**src/rtl/riscv_pkg.sv**
```systemverilog
// rtl/riscv_pkg.sv - RV32I opcode constants, decode enums and immediate helper
package riscv_pkg;

    localparam int XLEN  = 32;
    localparam int NREGS = 32;

    localparam logic [6:0] OPC_LUI    = 7'b0110111;
    localparam logic [6:0] OPC_AUIPC  = 7'b0010111;
    localparam logic [6:0] OPC_JAL    = 7'b1101111;
    localparam logic [6:0] OPC_JALR   = 7'b1100111;
    localparam logic [6:0] OPC_BRANCH = 7'b1100011;
    localparam logic [6:0] OPC_LOAD   = 7'b0000011;
    localparam logic [6:0] OPC_STORE  = 7'b0100011;
    localparam logic [6:0] OPC_OP_IMM = 7'b0010011;
    localparam logic [6:0] OPC_OP     = 7'b0110011;

    typedef enum logic [2:0] {
        CLS_ALU, CLS_LUI, CLS_AUIPC, CLS_JAL, CLS_JALR, CLS_BR, CLS_LD, CLS_ST
    } cls_e;

    typedef enum logic [3:0] {
        ALU_ADD, ALU_SUB, ALU_XOR, ALU_OR, ALU_AND,
        ALU_SLT, ALU_SLTU, ALU_SLL, ALU_SRL, ALU_SRA
    } alu_op_e;

    typedef enum logic [2:0] {
        IMM_NONE, IMM_I, IMM_S, IMM_B, IMM_U, IMM_J
    } imm_fmt_e;

    typedef struct packed {
        cls_e        cls;
        alu_op_e     alu_op;
        logic [31:0] imm;
        logic        uses_rs1;
        logic        uses_rs2;
        logic        writes_rd;
        logic        illegal;
    } dec_t;

    function automatic logic [31:0] gen_imm(input imm_fmt_e fmt, input logic [31:0] i);
        case (fmt)
            IMM_I:   return {{20{i[31]}}, i[31:20]};
            IMM_S:   return {{20{i[31]}}, i[31:25], i[11:7]};
            IMM_B:   return {{19{i[31]}}, i[31], i[7], i[30:25], i[11:8], 1'b0};
            IMM_U:   return {i[31:12], 12'b0};
            IMM_J:   return {{11{i[31]}}, i[31], i[19:12], i[20], i[30:21], 1'b0};
            default: return '0;
        endcase
    endfunction

    // alt selects SUB for funct3=000 and SRA for funct3=101
    function automatic alu_op_e alu_from_f3(input logic [2:0] f3, input logic alt);
        case (f3)
            3'b000:  return alt ? ALU_SUB : ALU_ADD;
            3'b001:  return ALU_SLL;
            3'b010:  return ALU_SLT;
            3'b011:  return ALU_SLTU;
            3'b100:  return ALU_XOR;
            3'b101:  return alt ? ALU_SRA : ALU_SRL;
            3'b110:  return ALU_OR;
            default: return ALU_AND;
        endcase
    endfunction

endpackage

```
**src/rtl/decode_comb.sv**
```systemverilog
// rtl/decode_comb.sv - combinational RV32I instruction decoder
module decode_comb
    import riscv_pkg::*;
(
    input  logic [31:0] instr,
    output dec_t        dec
);

    logic [6:0] opcode;
    logic [2:0] f3;
    logic [6:0] f7;
    logic [4:0] rd;
    imm_fmt_e   fmt;
    cls_e       cls;
    alu_op_e    alu_op;
    logic       u1, u2, wr, ill;

    assign opcode = instr[6:0];
    assign f3     = instr[14:12];
    assign f7     = instr[31:25];
    assign rd     = instr[11:7];

    always_comb begin
        fmt    = IMM_NONE;
        cls    = CLS_ALU;
        alu_op = ALU_ADD;
        u1     = 1'b0;
        u2     = 1'b0;
        wr     = 1'b0;
        ill    = 1'b0;
        case (opcode)
            OPC_LUI:    begin cls = CLS_LUI;   fmt = IMM_U; wr = 1'b1; end
            OPC_AUIPC:  begin cls = CLS_AUIPC; fmt = IMM_U; wr = 1'b1; end
            OPC_JAL:    begin cls = CLS_JAL;   fmt = IMM_J; wr = 1'b1; end
            OPC_JALR: begin
                cls = CLS_JALR; fmt = IMM_I; u1 = 1'b1; wr = 1'b1;
                ill = (f3 != 3'b000);
            end
            OPC_BRANCH: begin
                cls = CLS_BR; fmt = IMM_B; u1 = 1'b1; u2 = 1'b1;
                ill = (f3[2:1] == 2'b01);
            end
            OPC_LOAD: begin
                cls = CLS_LD; fmt = IMM_I; u1 = 1'b1; wr = 1'b1;
                ill = (f3 == 3'b011) || (f3[2:1] == 2'b11);
            end
            OPC_STORE: begin
                cls = CLS_ST; fmt = IMM_S; u1 = 1'b1; u2 = 1'b1;
                ill = f3[2] || (f3 == 3'b011);
            end
            OPC_OP_IMM: begin
                fmt = IMM_I; u1 = 1'b1; wr = 1'b1;
                alu_op = alu_from_f3(f3, (f3 == 3'b101) && (f7 == 7'h20));
                ill = ((f3 == 3'b001) && (f7 != 7'h00)) ||
                      ((f3 == 3'b101) && (f7 != 7'h00) && (f7 != 7'h20));
            end
            OPC_OP: begin
                u1 = 1'b1; u2 = 1'b1; wr = 1'b1;
                alu_op = alu_from_f3(f3, f7 == 7'h20);
                ill = !((f7 == 7'h00) ||
                        ((f7 == 7'h20) && ((f3 == 3'b000) || (f3 == 3'b101))));
            end
            default: ill = 1'b1;
        endcase
    end

    // An illegal instruction carries nothing but its flag downstream
    always_comb begin
        dec         = '0;
        dec.illegal = ill;
        if (!ill) begin
            dec.cls       = cls;
            dec.alu_op    = alu_op;
            dec.imm       = gen_imm(fmt, instr);
            dec.uses_rs1  = u1;
            dec.uses_rs2  = u2;
            dec.writes_rd = wr && (rd != 5'd0);
        end
    end

endmodule

```
**src/rtl/decode_stage.sv**
```systemverilog
// rtl/decode_stage.sv - RV32I decode/issue stage with bypass, scoreboard and output register
module decode_stage
    import riscv_pkg::*;
#(
    parameter int XLEN  = 32,
    parameter int NREGS = 32
) (
    input  logic            clk,
    input  logic            rst,
    input  logic            if_valid,
    output logic            if_ready,
    input  logic [31:0]     if_instr,
    input  logic [XLEN-1:0] if_pc,
    input  logic            flush,
    output logic [4:0]      rf_rs1,
    output logic [4:0]      rf_rs2,
    input  logic [XLEN-1:0] rf_rs1_val,
    input  logic [XLEN-1:0] rf_rs2_val,
    input  logic            wb_valid,
    input  logic [4:0]      wb_rd,
    input  logic [XLEN-1:0] wb_val,
    output logic            ex_valid,
    input  logic            ex_ready,
    output logic [XLEN-1:0] ex_pc,
    output logic [2:0]      ex_cls,
    output logic [3:0]      ex_alu_op,
    output logic [2:0]      ex_funct3,
    output logic [XLEN-1:0] ex_a,
    output logic [XLEN-1:0] ex_b,
    output logic [XLEN-1:0] ex_imm,
    output logic [4:0]      ex_rd,
    output logic            ex_rd_we,
    output logic            ex_illegal
);

    dec_t             dec;
    logic [4:0]       rd;
    logic             byp1, byp2, wb_hits_rd;
    logic [XLEN-1:0]  src1, src2;
    logic [NREGS-1:0] busy, busy_nxt;
    logic             hazard, accept, kill;

    decode_comb u_decode_comb (
        .instr (if_instr),
        .dec   (dec)
    );

    assign rf_rs1 = if_instr[19:15];
    assign rf_rs2 = if_instr[24:20];
    assign rd     = if_instr[11:7];

    assign byp1       = wb_valid && (wb_rd == rf_rs1) && (rf_rs1 != 5'd0);
    assign byp2       = wb_valid && (wb_rd == rf_rs2) && (rf_rs2 != 5'd0);
    assign wb_hits_rd = wb_valid && (wb_rd == rd);

    assign src1 = (rf_rs1 == 5'd0) ? '0 : (byp1 ? wb_val : rf_rs1_val);
    assign src2 = (rf_rs2 == 5'd0) ? '0 : (byp2 ? wb_val : rf_rs2_val);

    assign hazard = (dec.uses_rs1  && busy[rf_rs1] && !byp1) ||
                    (dec.uses_rs2  && busy[rf_rs2] && !byp2) ||
                    (dec.writes_rd && busy[rd]     && !wb_hits_rd);

    assign if_ready = !flush && !hazard && (!ex_valid || ex_ready);
    assign accept   = if_valid && if_ready;
    assign kill     = flush && ex_valid && !ex_ready;

    // Set is applied last so a same-cycle issue to a retiring register wins
    always_comb begin
        busy_nxt = busy;
        if (wb_valid)
            busy_nxt[wb_rd] = 1'b0;
        if (kill && ex_rd_we)
            busy_nxt[ex_rd] = 1'b0;
        if (accept && dec.writes_rd)
            busy_nxt[rd] = 1'b1;
        busy_nxt[0] = 1'b0;
    end

    always_ff @(posedge clk or posedge rst) begin
        if (rst)
            busy <= '0;
        else
            busy <= busy_nxt;
    end

    always_ff @(posedge clk or posedge rst) begin
        if (rst) begin
            ex_valid   <= 1'b0;
            ex_pc      <= '0;
            ex_cls     <= '0;
            ex_alu_op  <= '0;
            ex_funct3  <= '0;
            ex_a       <= '0;
            ex_b       <= '0;
            ex_imm     <= '0;
            ex_rd      <= '0;
            ex_rd_we   <= 1'b0;
            ex_illegal <= 1'b0;
        end else if (accept) begin
            ex_valid   <= 1'b1;
            ex_pc      <= if_pc;
            ex_cls     <= dec.cls;
            ex_alu_op  <= dec.alu_op;
            ex_funct3  <= if_instr[14:12];
            ex_a       <= dec.uses_rs1 ? src1 : '0;
            ex_b       <= dec.uses_rs2 ? src2 : '0;
            ex_imm     <= dec.imm;
            ex_rd      <= dec.writes_rd ? rd : 5'd0;
            ex_rd_we   <= dec.writes_rd;
            ex_illegal <= dec.illegal;
        end else if (ex_valid && (ex_ready || flush)) begin
            ex_valid <= 1'b0;
        end
    end

endmodule
```
**config.mk**
```make
export PLATFORM = sky130hd
export DESIGN_NAME = decode_stage
export DESIGN_NICKNAME = d
export VERILOG_FILES = /design/src/rtl/riscv_pkg.sv /design/src/rtl/decode_comb.sv /design/src/rtl/decode_stage.sv
export SDC_FILE = /design/constraint.sdc
export NUM_CORES = 1
export LEC_CHECK = 0
export BUFFER_PORTS_ARGS = -buffer_cell sky130_fd_sc_hd__buf_2
export CAP_MARGIN = 40
export CORE_ASPECT_RATIO = 0.6
export CORE_MARGIN = 2
export CORE_UTILIZATION = 51
export DETAILED_ROUTE_END_ITERATION = 10
export GPL_TIMING_DRIVEN = 0
export PLACE_DENSITY_LB_ADDON = 0.05
export SLEW_MARGIN = 25
export SYNTH_ARGS = -nofsm -noshare
export SYNTH_HDL_FRONTEND = slang
export SYNTH_SLANG_ARGS = --single-unit
```
**constraint.sdc**
```tcl
create_clock -name clk -period 7.17 [get_ports clk]
set_input_delay 0.717 -clock clk [delete_from_list [all_inputs] [get_ports clk]]
set_output_delay 0.717 -clock clk [all_outputs]
set_load 0.005 [all_outputs]
```
Yosys cells after proc, flatten, opt, wreduce, memory -nomap -nowiden

Index checks and enable logic that the tools add are counted.

Register bits after elaboration: 177
Output and inout port bits: 157
Word-level logic and storage cells: 152

Order comparisons: 8
Equal/unequal tests: 27
Mux-type cells: 39
Bitwise gates (word level): 5
Reduce and logical (&&, ||, !) cells: 61

Operator list:

| cell               | count |
|---|---|
| $mux 32            | 9 |
| $pmux 32 s5        | 1 |
| $and 32x32->32     | 2 |
| $not 32->32        | 2 |
| $pmux 4 s7         | 2 |
| $mux 42            | 1 |
| $or 32x32->32      | 1 |
| $lt 5x6->1 const B | 5 |
| $eq 7x6->1 const B | 4 |
| $logic_and 1x1->1  | 28 |
| $eq 7x7->1 const B | 3 |
| $pmux 3 s7         | 1 |
| $bmux 1 s5         | 3 |
| $demux 1 s5        | 3 |
| $eq 3x3->1 const B | 5 |
| $eq 5x5->1         | 3 |
| $ge 5x1->1 const B | 3 |
| $mux 1             | 15 |
| $pmux 3 s5         | 1 |
| $reduce_bool 5->1  | 3 |
| $eq 7x5->1 const B | 2 |
| $eq 3x2->1 const B | 4 |
| $logic_not 5->1    | 2 |
| $logic_or 1x1->1   | 9 |
| other kinds (18)   | 28 |

Logic depth before layout (Yosys ltp)

Gate-level depths: netlist (run 1).

Depth in word-level cells: 17
Mapped depth: 13

Cells and area by module

From an unflattened synthesis (run 1), not the netlist that was laid out.

Cell total of the unflattened synthesis: 943
Area total of the unflattened synthesis: 10555.1 µm²

By module, submodules not included:

| module       | times used | cells each | area each (µm²) | seq. area each (µm²) |
|---|---|---|---|---|
| decode_stage | 1          | 771        | 9639.2          | 4429.2 |
| decode_comb  | 1          | 172        | 915.9           | 0.0 |

Worst setup path before layout (run 1)

No wires, ideal clock.

Path type: input to output
From: input port if_instr[21]
To: output port if_ready
Arrival time: 2454 ps
Data required time: 6453 ps
Setup slack: 3999 ps
Stages: 6
Buffers on the path: 1
Path through: clkbuf_1 -> mux4_2 -> and2_1 -> o311a_2 -> nor3_2 -> o21a_1

Cells in the longest elaborated chain, start to end: 10

RTL lines:

| element                                            | RTL line           | text |
|---|---|---|
| start, declared                                    | decode_stage.sv:12 | `input logic [31:0] if_instr,` |
| branches (longest 4 deep; another with $bmux 1 s5) | --                 |  |
| $logic_and 1x1->1 (*)                              | decode_stage.sv:60 | `(dec.uses_rs2 && busy[rf_rs2] && !byp2) \|\|` |
| $logic_or 1x1->1 (*)                               | decode_stage.sv:59 | `assign hazard = (dec.uses_rs1 && busy[rf_rs1] && !byp1) \|\|` |
| $logic_or 1x1->1 (*)                               | decode_stage.sv:60 |  |
| $logic_not 1->1 (*)                                | decode_stage.sv:63 | `assign if_ready = !flush && !hazard && (!ex_valid \|\| ex_ready);` |
| $logic_and 1x1->1 (*) (2 in a row)                 | decode_stage.sv:63 |  |
| end, declared                                      | decode_stage.sv:11 | `output logic if_ready,` |

Every way passes the cells marked *. The select of a mux whose other input is x is not followed.

Final worst setup path (run 1)

From: input port if_instr[9]
To: output port if_ready

Cells in the longest elaborated chain, start to end: 9

RTL lines:

| element                                            | RTL line           | text |
|---|---|---|
| branches (longest 4 deep; another with $bmux 1 s5) | --                 |  |
| $logic_and 1x1->1 (*)                              | decode_stage.sv:61 | `(dec.writes_rd && busy[rd] && !wb_hits_rd);` |
| $logic_or 1x1->1 (*)                               | decode_stage.sv:60 |  |
| $logic_not 1->1 (*)                                | decode_stage.sv:63 |  |
| $logic_and 1x1->1 (*) (2 in a row)                 | decode_stage.sv:63 |  |

Marked as above.

==> results of run 1 <==
[registers in the layout, indices dropped and copies added, names as in the netlist, 4 cells and up]
| name | count |
|---|---|
| ex_a | 32 |
| ex_b | 32 |
| ex_imm | 32 |
| ex_pc | 32 |
| busy | 31 |
| ex_rd | 5 |
| ex_alu_op | 4 |
[through the flow]
| stage | instance area (um^2) | TNS [ns] |
|---|---|---|
| final | 12300 | 0 |
| after global routing | 12300 | 0 |
| after global placement | 11700 | -78.40 |
| after detailed placement | 11800 | 0 |
| after floorplan | 9810 | 0 |
| after CTS | 12300 | 0 |
[worst register-to-register path: stages, from the launching register on]
cell	delay (ns)
sky130_fd_sc_hd__dfrtp_1	0.46
sky130_fd_sc_hd__mux4_2	0.49
sky130_fd_sc_hd__nor3b_1	0.19
sky130_fd_sc_hd__a21o_1	0.12
sky130_fd_sc_hd__a2111oi_1	0.13
sky130_fd_sc_hd__and2_1	0.24
sky130_fd_sc_hd__a2111oi_1	0.74
sky130_fd_sc_hd__nand2_1	0.18
sky130_fd_sc_hd__clkbuf_1	0.32
sky130_fd_sc_hd__o2bb2ai_1	0.28
[final timing paths]
kind / from / endpoint / slack [ns] / cells after the start
setup / recovery: if_instr[9] / if_ready / 3.26 / 9
hold / removal: rst / ex_pc[3] / 0.25 / 2
setup reg to reg: busy[23] / ex_imm[16] / 3.93 / 9
hold reg to reg: ex_pc[4] / ex_pc[4] / 0.48 / 1
max in group asynchronous: rst / ex_pc[21] / 6.27 / 3
min in group clk: ex_pc[4] / ex_pc[4] / 0.48 / 1
[cell usage after synthesis (all sizes together), types with 22 or more instances]
master | instances | area [um^2]
nand2 | 91 | 342
mux2i | 23 | 230
buf | 51 | 369
clkbuf | 50 | 188
a21oi | 95 | 475
nor2 | 22 | 82.6
mux2 | 35 | 394
a41o | 24 | 240
and3 | 39 | 244
a22o | 46 | 403
dfrtp | 177 | 4430
o2bb2ai | 55 | 544
o21ai | 80 | 400
[layout make-up]
cell class	count	area, um^2
Multi-Input combinational cell	679	4800
Tap cell	246	308
Clock buffer	23	478
Sequential cell	177	4430
Fill cell	1625	6600
Inverter	8	37.5
Buffer	101	557
Timing Repair Buffer	319	1640
Clock inverter	8	81.3
[routing by layer]
layer / vias up / share of wire, %
li1: 4309 / -
met1: 4716 / 46
met2: 518 / 41
met3: 41 / 11
met4: 0 / 1.7
met5: - / 0
[power by group]
group	switching, mW	total (mW)	internal, mW	leakage, nW
clock network	0.392	0.896	0.504	0.269
logic	0.183	0.324	0.141	3.61
registers	0.0160	1.05	1.03	2.39
total	0.591	2.27	1.68	6.27
[cell usage in the layout (no fill, tap or decap), types with 11 or more instances in the layout]
| cell type | Yosys | routed |
|---|---|---|
| sky130_fd_sc_hd__buf_4 | 18 | 19 |
| sky130_fd_sc_hd__nor2_1 | 22 | 22 |
| sky130_fd_sc_hd__clkbuf_16 | 0 | 17 |
| sky130_fd_sc_hd__o2bb2ai_1 | 45 | 45 |
| sky130_fd_sc_hd__nor3_1 | 11 | 11 |
| sky130_fd_sc_hd__buf_2 | 16 | 331 |
| sky130_fd_sc_hd__dfrtp_1 | 177 | 177 |
| sky130_fd_sc_hd__nand2_1 | 91 | 91 |
| sky130_fd_sc_hd__mux2i_1 | 23 | 23 |
| sky130_fd_sc_hd__a41o_1 | 24 | 24 |
| sky130_fd_sc_hd__and3_1 | 39 | 39 |
| sky130_fd_sc_hd__a21oi_1 | 95 | 95 |
| sky130_fd_sc_hd__buf_6 | 12 | 12 |
| sky130_fd_sc_hd__clkbuf_1 | 50 | 53 |
| sky130_fd_sc_hd__o21ai_0 | 80 | 80 |
| sky130_fd_sc_hd__xnor2_1 | 11 | 11 |
| sky130_fd_sc_hd__mux2_1 | 35 | 35 |
| sky130_fd_sc_hd__a22o_1 | 46 | 46 |
| sky130_fd_sc_hd__mux4_2 | 11 | 11 |
| sky130_fd_sc_hd__nand3_1 | 12 | 12 |
[kinds of logic (layout without fill, tap and decap cells)]
logic type	count (synthesis)	in the layout	synth area share [%]
AOI/OAI and AO/OA	350	350	25.3
and+or+nand+nor	243	243	13.1
DFF	177	177	45.2
buffers and inverters	109	459	5.98
muxes	69	69	8.89
xor gates and xnor gates	16	16	1.43
adders and majority gates	1	1	0.102
==> qor.yml, run 1 <==
placed_design:
  post-dp-hpwl_mm: 25.9
  finalWeightedCongestion: 0.962
  worst_setup_slack_before_clock_tree_synthesis_ns: 3.05
  portBuffers: 314
  placed_cells: 1528
timing:
  timing.final.ws_setup_ns: 3.26
  max_freq_ghz: 0.255
  hold_ws_ns: 0.252
  period_share_pct: 54.6
  max_slew_margin_pct: 40.3
  hold_violations: 0
  finalWorstPathRequiredPeriod_ns: 3.91
  clock_skew_ns: 0.0123
  setup_violation_total_in_the_final_timing_report: 0
  finalMaxSlewViolations: 0
  grt_setup_unrepaired: "false"
  worstMarginPinSlew_ns: 0.894
power_and_ir_drop:
  post-layout-total-power_mw: 2.27
  irDropWorstVdd_mv: 0.165
  p_leak_nw: 6.27
  p_per_area_nw_per_um2: 184
worst_setup_path:
  critical_path_maximum_fanout: 10
  crit_required_ns: 6.45
  timing.critical_path.cells: "buf_2 > buf_1 > mux2i_1 > a21o_1 > a2111oi_1 > and2_1 > nor3_2 > o21a_1 > buf_2"
  setup.worst_path.end_class: "output port"
  start_kind: "input port"
  crit_buf_inv: 3
  slowest_delay_ns: 0.74
  arrival_ns: 3.20
  critical_path.top_delay_family: "compound AO/OA/AOI/OAI gates"
  crit_top_cell: "sky130_fd_sc_hd__buf_2"
  timing_worst_setup_path_type: "input port to output port"
  critPathSlowestCell: "sky130_fd_sc_hd__a2111oi_1"
floorplanning:
  ioPinCount: 328
  floorplan.core_area_um2: 18900
  floorplan.die.width_um: 183
  die_y_um: 111
  num_rows: 39
  start_util_pct: 51.8
  fp.dieArea_um2: 20400
finish:
  final_nets: 1474
  layout-area-overhead-vs-synth_pct: 25.7
  instances_no_fill: 1561
  final_core_util_pct: 65.1
  layout-drive-gt1-share_pct: 32.2
  count_of_antenna_diodes_in_the_layout: 0
cts:
  postCtsHoldBufs: 0
  clkLatencyLatePin_ns: 0.44
  clock-root-buffer: "sky130_fd_sc_hd__clkbuf_16"
  post_cts.repair.setup_buffers: 0
  cts_buffers: 17
  cts_resized: 0
  clk_pin_slew_worst_paths_ns: 0.06
  ctsHtreeMaxLevel: 4
  cts.path.max_buffers: 2
  clock_sinks: 177
  cts_tree: "done"
yosys:
  synth.yosys.warnings: 0
  synth.lib_cells_used.distinct: 64
  synthesis.nets: 1136
  synth-edff-count: 0
  yosys_register_bits: 177
  post_synth.cell_area_avg_um2: 10.2
  yosysSeqAreaShare_pct: 45.2
  asyncSetResetFlopFracSynth_pct: 100
  synth_cells: 965
  ys.flop_type: "sky130_fd_sc_hd__dfrtp_1"
  synth.cell_area_um2: 9810
global_routing:
  met1_grt_util_pct: 51.4
  groute.layer.met3.usage_pct: 10.7
  grt_overflow: 0
  via_count_of_the_first_global_routing_pass: 8824
  grt_max_degree: 74
  wire_length_of_the_first_global_routing_pass_mm: 52.4
  antenna_found_initial: 0
  gr-usage-all-layers_pct: 33.6
  grt_most_used_layer: "met1"
  met2_track_demand_over_resource_pct: 46.0
route:
  routed-via-count: 9584
  postRouteWirelength_mm: 34.1
  wl_per_cell_um: 21.8
  number_of_nets_with_antenna_violations_after_routing: 0
  route.detailed.drc: 0
  post_drt_via_cell_ratio: 6.14
  drt_pass1_iterations: 8
  drt_first_iter_violations: 1215
min_path:
  holdCritPathClass: "input port to asynchronous set/reset pin"
run:
  max_cap_violations: 0
outcome:
  status: "finished, final reports clean"
Note: power is estimated with default switching activity, not from simulation.
==> run 2, diff against run 1 <==
==> constraint.sdc (replaced) <==
create_clock -name clk -period 3.7 [get_ports clk]
set_input_delay 0.37 -clock clk [delete_from_list [all_inputs] [get_ports clk]]
set_output_delay 0.37 -clock clk [all_outputs]
set_load 0.005 [all_outputs]
==> qor.yml, run 2 (synthesis results as in run 1) <==
global_routing:
  grt_overflow: 0  # unchanged
  antenna_found_initial: 0  # unchanged
  via_count_of_the_first_global_routing_pass: 9037  # was 8824
  grt_max_degree: 32  # was 74
  gr-usage-all-layers_pct: 34.0  # was 33.6%
  wire_length_of_the_first_global_routing_pass_mm: 52.7  # was 52.4 mm
route:
  drt_pass1_iterations: 5  # was 8
  wl_per_cell_um: 22.2  # was 21.8 um
  number_of_nets_with_antenna_violations_after_routing: 0  # unchanged
  post_drt_via_cell_ratio: 6.19  # was 6.14
  postRouteWirelength_mm: 34.9  # was 34.1 mm
  drt_first_iter_violations: 952  # was 1215
  route.detailed.drc: 0  # unchanged
  routed-via-count: 9713  # was 9584
floorplanning:
  die_y_um: 111  # unchanged
  ioPinCount: 328  # unchanged
  fp.dieArea_um2: 20400  # unchanged
  floorplan.core_area_um2: 18900  # unchanged
  floorplan.die.width_um: 183  # unchanged
  num_rows: 39  # unchanged
  start_util_pct: 51.8  # unchanged
finish:
  layout_commonest_cell: "sky130_fd_sc_hd__buf_2"  # unchanged
  fillers: 1638  # was 1625
  final_nets: 1481  # was 1474
  count_of_antenna_diodes_in_the_layout: 0  # unchanged
  layout-drive-gt1-share_pct: 32.7  # was 32.2%
  regArea_um2: 4430  # unchanged
  footprint_of_the_multi_input_gates_um2: 4800  # unchanged
  layout-area-overhead-vs-synth_pct: 27.0  # was 25.7%
  layout_common_cells: "sky130_fd_sc_hd__buf_2 (332), sky130_fd_sc_hd__dfrtp_1 (177), sky130_fd_sc_hd__a21oi_1 (95)"  # was sky130_fd_sc_hd__buf_2 (331), sky130_fd_sc_hd__dfrtp_1 (177), sky130_fd_sc_hd__a21oi_1 (95)
  final_core_util_pct: 65.8  # was 65.1%
worst_setup_path:
  critical_path_maximum_fanout: 10  # unchanged
  crit_required_ns: 4.06  # was 6.45 ns
  start_kind: "input port"  # unchanged
  setup.worst_path.end_class: "flop"  # was output port
  arrival_ns: 3.71  # was 3.20 ns
  timing_worst_setup_path_type: "input port to flop"  # was input port to output port
timing:
  max_slew_margin_pct: 41.3  # was 40.3%
  max_freq_ghz: 0.299
  worstMarginPinSlew_ns: 0.877  # was 0.894 ns
  finalWorstPathRequiredPeriod_ns: 3.35
  finalMaxSlewViolations: 0  # unchanged
  setup_violation_total_in_the_final_timing_report: 0  # unchanged
  hold_violations: 0  # unchanged
  period_share_pct: 90.4
  clock_skew_ns: 0.0156  # was 0.0123 ns
  grt_setup_unrepaired: "false"  # unchanged
run:
  max_cap_violations: 0  # unchanged
cts:
  cts_tree: "done"  # unchanged
  ctsHtreeMaxLevel: 4  # unchanged
  cts.path.max_buffers: 2  # unchanged
  clk_pin_slew_worst_paths_ns: 0.07  # was 0.06 ns
  cts_buffers: 17  # unchanged
  clock_sinks: 177  # unchanged
  post_cts.repair.setup_buffers: 0  # unchanged
  clock-root-buffer: "sky130_fd_sc_hd__clkbuf_16"  # unchanged
  clkLatencyLatePin_ns: 0.45  # was 0.44 ns
power_and_ir_drop:
  power_switching_mw: 1.18  # was 591 uW
  post-layout-total-power_mw: 4.53  # was 2.27 mW
  cellInternalPower_mw: 3.35  # was 1.68 mW
  p_per_area_nw_per_um2: 364  # was 184 nW/um^2
  clock_power_share_pct: 40.8  # was 39.5%
  seq_power_share_pct: 45.0  # was 46.3%
  sw_frac_of_total_pct: 26.1  # was 26.0%
  combPwrFrac_pct: 14.2  # was 14.3%
  irDropWorstVdd_mv: 0.301  # was 0.165 mV
  p_leak_nw: 6.34  # was 6.27 nW
outcome:
  status: "finished, final reports clean"  # unchanged
placed_design:
  finalWeightedCongestion: 0.942  # was 0.962
  portBuffers: 314  # unchanged
  post-dp-hpwl_mm: 26.6  # was 25.9 mm
min_path:
  holdCritPathClass: "input port to flop"  # was input port to asynchronous set/reset pin
run 2: final timing paths:
path	start	endpoint	slack (ns)	depth (start not counted)
worst max-delay path	wb_rd[2]	ex_a[12]	0.35	12
worst min-delay path	if_pc[0]	ex_pc[0]	0.13	2
worst max register to register	busy[17]	ex_imm[17]	0.53	9
worst min register to register	ex_a[6]	ex_a[6]	0.48	1
max in group asynchronous	rst	ex_pc[2]	2.01	7
min in group asynchronous	rst	ex_pc[18]	0.52	3
run 2: cell type report:
| cell class | instances | share of cell area, % |
|---|---|---|
| Tap cell | 246 | 2.47 |
| Inverter | 8 | 0.271 |
| Clock inverter | 9 | 0.833 |
| Multi-Input combinational cell | 679 | 38.5 |
| Buffer | 101 | 4.47 |
| Clock buffer | 23 | 3.92 |
| Timing Repair Buffer | 326 | 14.0 |
| Sequential cell | 177 | 35.5 |
run 2: power by group through the flow:
stage | clock (mW) | combinational [mW] | sequential [mW]
5_1_grt | 1.94 | 0.702 | 2.05
2_1_floorplan | 0 | 0.325 | 2.08
6_report | 1.85 | 0.645 | 2.04
4_1_cts | 1.86 | 0.638 | 2.04
3_5_place_dp | 0 | 0.635 | 2.08
3_3_place_gp | 0 | 0.611 | 2.07
run 2: repair_timing:
action / CTS / global route
resized for setup: 0 / 0
hold buffers: 1 / 0
hold endpoints to repair: 21 / 0
run 2: critical path: stages:
cell and delay [ns]:
sky130_fd_sc_hd__buf_2 0.11, sky130_fd_sc_hd__clkbuf_1 0.50, sky130_fd_sc_hd__xnor2_1 0.19, sky130_fd_sc_hd__nand4_1 0.13
sky130_fd_sc_hd__nor3b_1 0.46, sky130_fd_sc_hd__buf_2 0.25, sky130_fd_sc_hd__nor2_1 0.05, sky130_fd_sc_hd__o21a_1 0.14
sky130_fd_sc_hd__nor2_1 0.37, sky130_fd_sc_hd__nand4b_1 0.50, sky130_fd_sc_hd__buf_2 0.41, sky130_fd_sc_hd__o2bb2ai_2 0.19
run 2: metal layers:
layer	GRT usage (%)	share of wire [%]	vias to the layer above
met4	10.9	2.3	0
met1	52.4	45	4703
met3	9.36	12	68
met2	45.9	41	616
li1	-	-	4326
met5	0	0	-
run 2: stage by stage:
step | worst slack [ns] | instance area (um^2) | hold slack (ns) | std cells | TNS, ns
CTS | 0.425 | 12400 | 0.115 | 1566 | 0
global route | 0.123 | 12500 | 0.130 | 1569 | 0
global placement | -0.0790 | 11700 | 0.467 | 1525 | -8.88
finish | 0.354 | 12500 | 0.130 | 1569 | 0
floorplan | 0.909 | 9810 | 0.479 | 965 | 0
detailed placement | 0.0476 | 11800 | 0.443 | 1533 | 0
==> run 3, diff against run 2 <==
--- a/config.mk
+++ b/config.mk
@@ -9,7 +9,8 @@
 export CAP_MARGIN = 40
 export CORE_ASPECT_RATIO = 0.6
 export CORE_MARGIN = 2
-export CORE_UTILIZATION = 51
+export CORE_UTILIZATION = 53
+export CTS_BUF_LIST = sky130_fd_sc_hd__clkbuf_8
 export DETAILED_ROUTE_END_ITERATION = 10
 export GPL_TIMING_DRIVEN = 0
 export PLACE_DENSITY_LB_ADDON = 0.05
==> constraint.sdc (replaced) <==
create_clock -name clk -period 3.5 [get_ports clk]
set_input_delay 0.35 -clock clk [delete_from_list [all_inputs] [get_ports clk]]
set_output_delay 0.35 -clock clk [all_outputs]
set_load 0.005 [all_outputs]
==> qor.yml, run 3 (synthesis results as in run 1) <==
outcome:
  status: "finished, final reports clean"  # unchanged
timing:
  hold_ws_ns: 0.0686  # was 0.130 ns
  timing.final.ws_setup_ns: 0.116  # was 0.354 ns
  finalMaxSlewViolations: 0  # unchanged
  clock_skew_ns: 0.0105  # was 0.0156 ns
  finalWorstPathRequiredPeriod_ns: 3.38
  hold_violations: 0  # unchanged
  worstMarginPinSlew_ns: 0.929  # was 0.877 ns
  final.setup.tns_ns: 0  # unchanged
  setup_violation_total_in_the_final_timing_report: 0  # unchanged
  period_share_pct: 96.7
  grt_setup_unrepaired: "false"  # unchanged
  max_slew_margin_pct: 37.9  # was 41.3%
  max_freq_ghz: 0.296
power_and_ir_drop:
  post-layout-total-power_mw: 4.23  # was 4.53 mW
  seq_power_share_pct: 50.8  # was 45.0%
  cellInternalPower_mw: 3.08  # was 3.35 mW
  clock_power_share_pct: 33.1  # was 40.8%
  sw_frac_of_total_pct: 27.3  # was 26.1%
  irDropWorstVdd_mv: 0.267  # was 0.301 mV
  p_per_area_nw_per_um2: 346  # was 364 nW/um^2
  power_switching_mw: 1.16  # was 1.18 mW
  p_leak_nw: 6.24  # was 6.34 nW
  combPwrFrac_pct: 16.0  # was 14.2%
min_path:
  holdCritPathClass: "input port to flop"  # unchanged
route:
  route.detailed.drc: 0  # unchanged
  met3_wire_length_mm: 3.77  # was 4.04 mm
  detailroute.wirelength.met2_mm: 14.5  # was 14.2 mm
  post_drt_via_cell_ratio: 6.18  # was 6.19
  route.layer.met1.wl_mm: 15.4  # was 15.9 mm
  drt_first_iter_violations: 1030  # was 952
  drt_pass1_iterations: 7  # was 5
  routed-via-count: 9634  # was 9713
  number_of_nets_with_antenna_violations_after_routing: 0  # unchanged
  postRouteWirelength_mm: 34.1  # was 34.9 mm
  wl_per_cell_um: 21.9  # was 22.2 um
  topRoutingLayerUsed: "met4"  # unchanged
floorplanning:
  fp.dieArea_um2: 19600  # was 20400 um^2
  floorplan.core_area_um2: 18100  # was 18900 um^2
  floorplan.die.width_um: 180  # was 183 um
  num_rows: 38  # was 39
  ioPinCount: 328  # unchanged
  die_y_um: 109  # was 111 um
  start_util_pct: 54.2  # was 51.8%
cts:
  clock_sinks: 177  # unchanged
  cts_buffers: 17  # unchanged
  cts_tree: "done"  # unchanged
  clkLatencyLatePin_ns: 0.49  # was 0.45 ns
  cts_resized: 0  # unchanged
  clock-root-buffer: "sky130_fd_sc_hd__clkbuf_8"  # was sky130_fd_sc_hd__clkbuf_16
  ctsHtreeMaxLevel: 4  # unchanged
  clk_pin_slew_worst_paths_ns: 0.09  # was 0.07 ns
  cts.path.max_buffers: 2  # unchanged
worst_setup_path:
  timing_worst_setup_path_type: "flop to output port"  # was input port to flop
  timing.critical_path.cells: "mux4_2 > mux2i_1 > a21o_1 > a2111oi_1 > and2_1 > nor3_2 > o21a_1 > buf_2"  # was buf_2 > clkbuf_1 > xnor2_1 > nand4_1 > nor3b_1 > buf_2 > nor2_1 > o21a_1 > nor2_1 > nand4b_1 > buf_2 > o2bb2ai_2
  critPathSlowestCell: "sky130_fd_sc_hd__a2111oi_1"  # was sky130_fd_sc_hd__clkbuf_1
  start_kind: "flop"  # was input port
  critical_path_maximum_fanout: 5  # was 10
  slowest_delay_ns: 0.80  # was 0.50 ns
  crit_required_ns: 3.15  # was 4.06 ns
  setup.worst_path.end_class: "output port"  # was flop
  arrival_ns: 3.03  # was 3.71 ns
global_routing:
  via_count_of_the_first_global_routing_pass: 8617  # was 9037
  gr-usage-all-layers_pct: 34.1  # was 34.0%
  wire_length_of_the_first_global_routing_pass_mm: 51.1  # was 52.7 mm
  grt_max_degree: 32  # unchanged
  antenna_found_initial: 0  # unchanged
  grt_overflow: 0  # unchanged
finish:
  layout-area-overhead-vs-synth_pct: 24.6  # was 27.0%
  final_nets: 1478  # was 1481
  layout-drive-gt1-share_pct: 32.2  # was 32.7%
  instances_no_fill: 1560  # was 1569
  layout_commonest_cell: "sky130_fd_sc_hd__buf_2"  # unchanged
  final_core_util_pct: 67.5  # was 65.8%
  regArea_um2: 4430  # unchanged
  finalInstanceArea_um2: 12200  # was 12500 um^2
  fillers: 1518  # was 1638
  footprint_of_the_multi_input_gates_um2: 4800  # unchanged
  layout_common_cells: "sky130_fd_sc_hd__buf_2 (331), sky130_fd_sc_hd__dfrtp_1 (177), sky130_fd_sc_hd__a21oi_1 (95)"  # was sky130_fd_sc_hd__buf_2 (332), sky130_fd_sc_hd__dfrtp_1 (177), sky130_fd_sc_hd__a21oi_1 (95)
placed_design:
  detailed_place.area_um2: 11800  # about the same
  post-dp-hpwl_mm: 26.2  # was 26.6 mm
  portBuffers: 314  # unchanged
  worst_setup_slack_before_clock_tree_synthesis_ns: -0.0904  # was 0.0476 ns
  placed_cells: 1527  # was 1533
  finalWeightedCongestion: 1.00  # was 0.942
run:
  max_cap_violations: 0  # unchanged
## run 3: cell types whose count changed in the layout (fill, tap and decap cells not counted)
cell,previous run,this run
sky130_fd_sc_hd__buf_12,4,5
sky130_fd_sc_hd__buf_16,2,1
sky130_fd_sc_hd__clkinvlp_4,3,1
sky130_fd_sc_hd__bufinv_16,2,1
sky130_fd_sc_hd__clkbuf_16,17,0
sky130_fd_sc_hd__clkbuf_1,52,50
sky130_fd_sc_hd__clkinv_2,4,1
sky130_fd_sc_hd__inv_1,5,10
sky130_fd_sc_hd__diode_2,0,1
sky130_fd_sc_hd__clkbuf_2,2,0
sky130_fd_sc_hd__clkbuf_8,4,23
sky130_fd_sc_hd__buf_2,332,331
## run 3: final cells by class
class / count / share of cell area, %
Clock buffer: 23 / 2.59
Timing Repair Buffer: 323 / 14.1
Multi-Input combinational cell: 679 / 39.3
Tap cell: 240 / 2.46
Sequential cell: 177 / 36.2
Buffer: 101 / 4.56
Antenna cell: 1 / 0.0205
Inverter: 8 / 0.276
Clock inverter: 8 / 0.512
## run 3: metal layers
metal	vias up	global-route usage (%)
met5	-	0
met4	0	9.12
met3	30	9.77
met2	591	46.9
met1	4702	52.0
li1	4311	-
## run 3: repair_timing
item | CTS | global route
buffers inserted | 0 | 0
hold endpoints to repair | 23 | 0
hold buffers | 1 | 0
## run 3: worst max-delay path, delay by kind of cell, from the launching register on
| family | cells | cell delay [ns] |
|---|---|---|
| compound gates | 3 | 1.20 |
| flops | 1 | 0.48 |
| simple gates | 2 | 0.41 |
| mux | 2 | 0.34 |
| buf+inv | 1 | 0.12 |
## run 3: final timing paths
| check | from | slack [ns] | end | depth (start not counted) |
|---|---|---|---|---|
| worst max-delay path | busy[29] | 0.12 | if_ready | 8 |
| worst min-delay path | if_pc[18] | 0.07 | ex_pc[18] | 2 |
| worst max register to register | busy[29] | 0.16 | ex_pc[23] | 10 |
| min in group asynchronous | rst | 0.49 | ex_pc[18] | 3 |
| max in group asynchronous | rst | 2.00 | busy[5] | 6 |
| worst min register to register | ex_imm[26] | 0.49 | ex_imm[26] | 1 |
## run 3: power by group through the flow
| stage | logic (mW) | registers [mW] | clock network [mW] |
|---|---|---|---|
| CTS | 0.674 | 2.15 | 1.42 |
| global route | 0.738 | 2.16 | 1.50 |
| finish | 0.679 | 2.15 | 1.40 |
| global placement | 0.642 | 2.19 | 0 |
| detailed placement | 0.672 | 2.19 | 0 |
| floorplan | 0.344 | 2.20 | 0 |
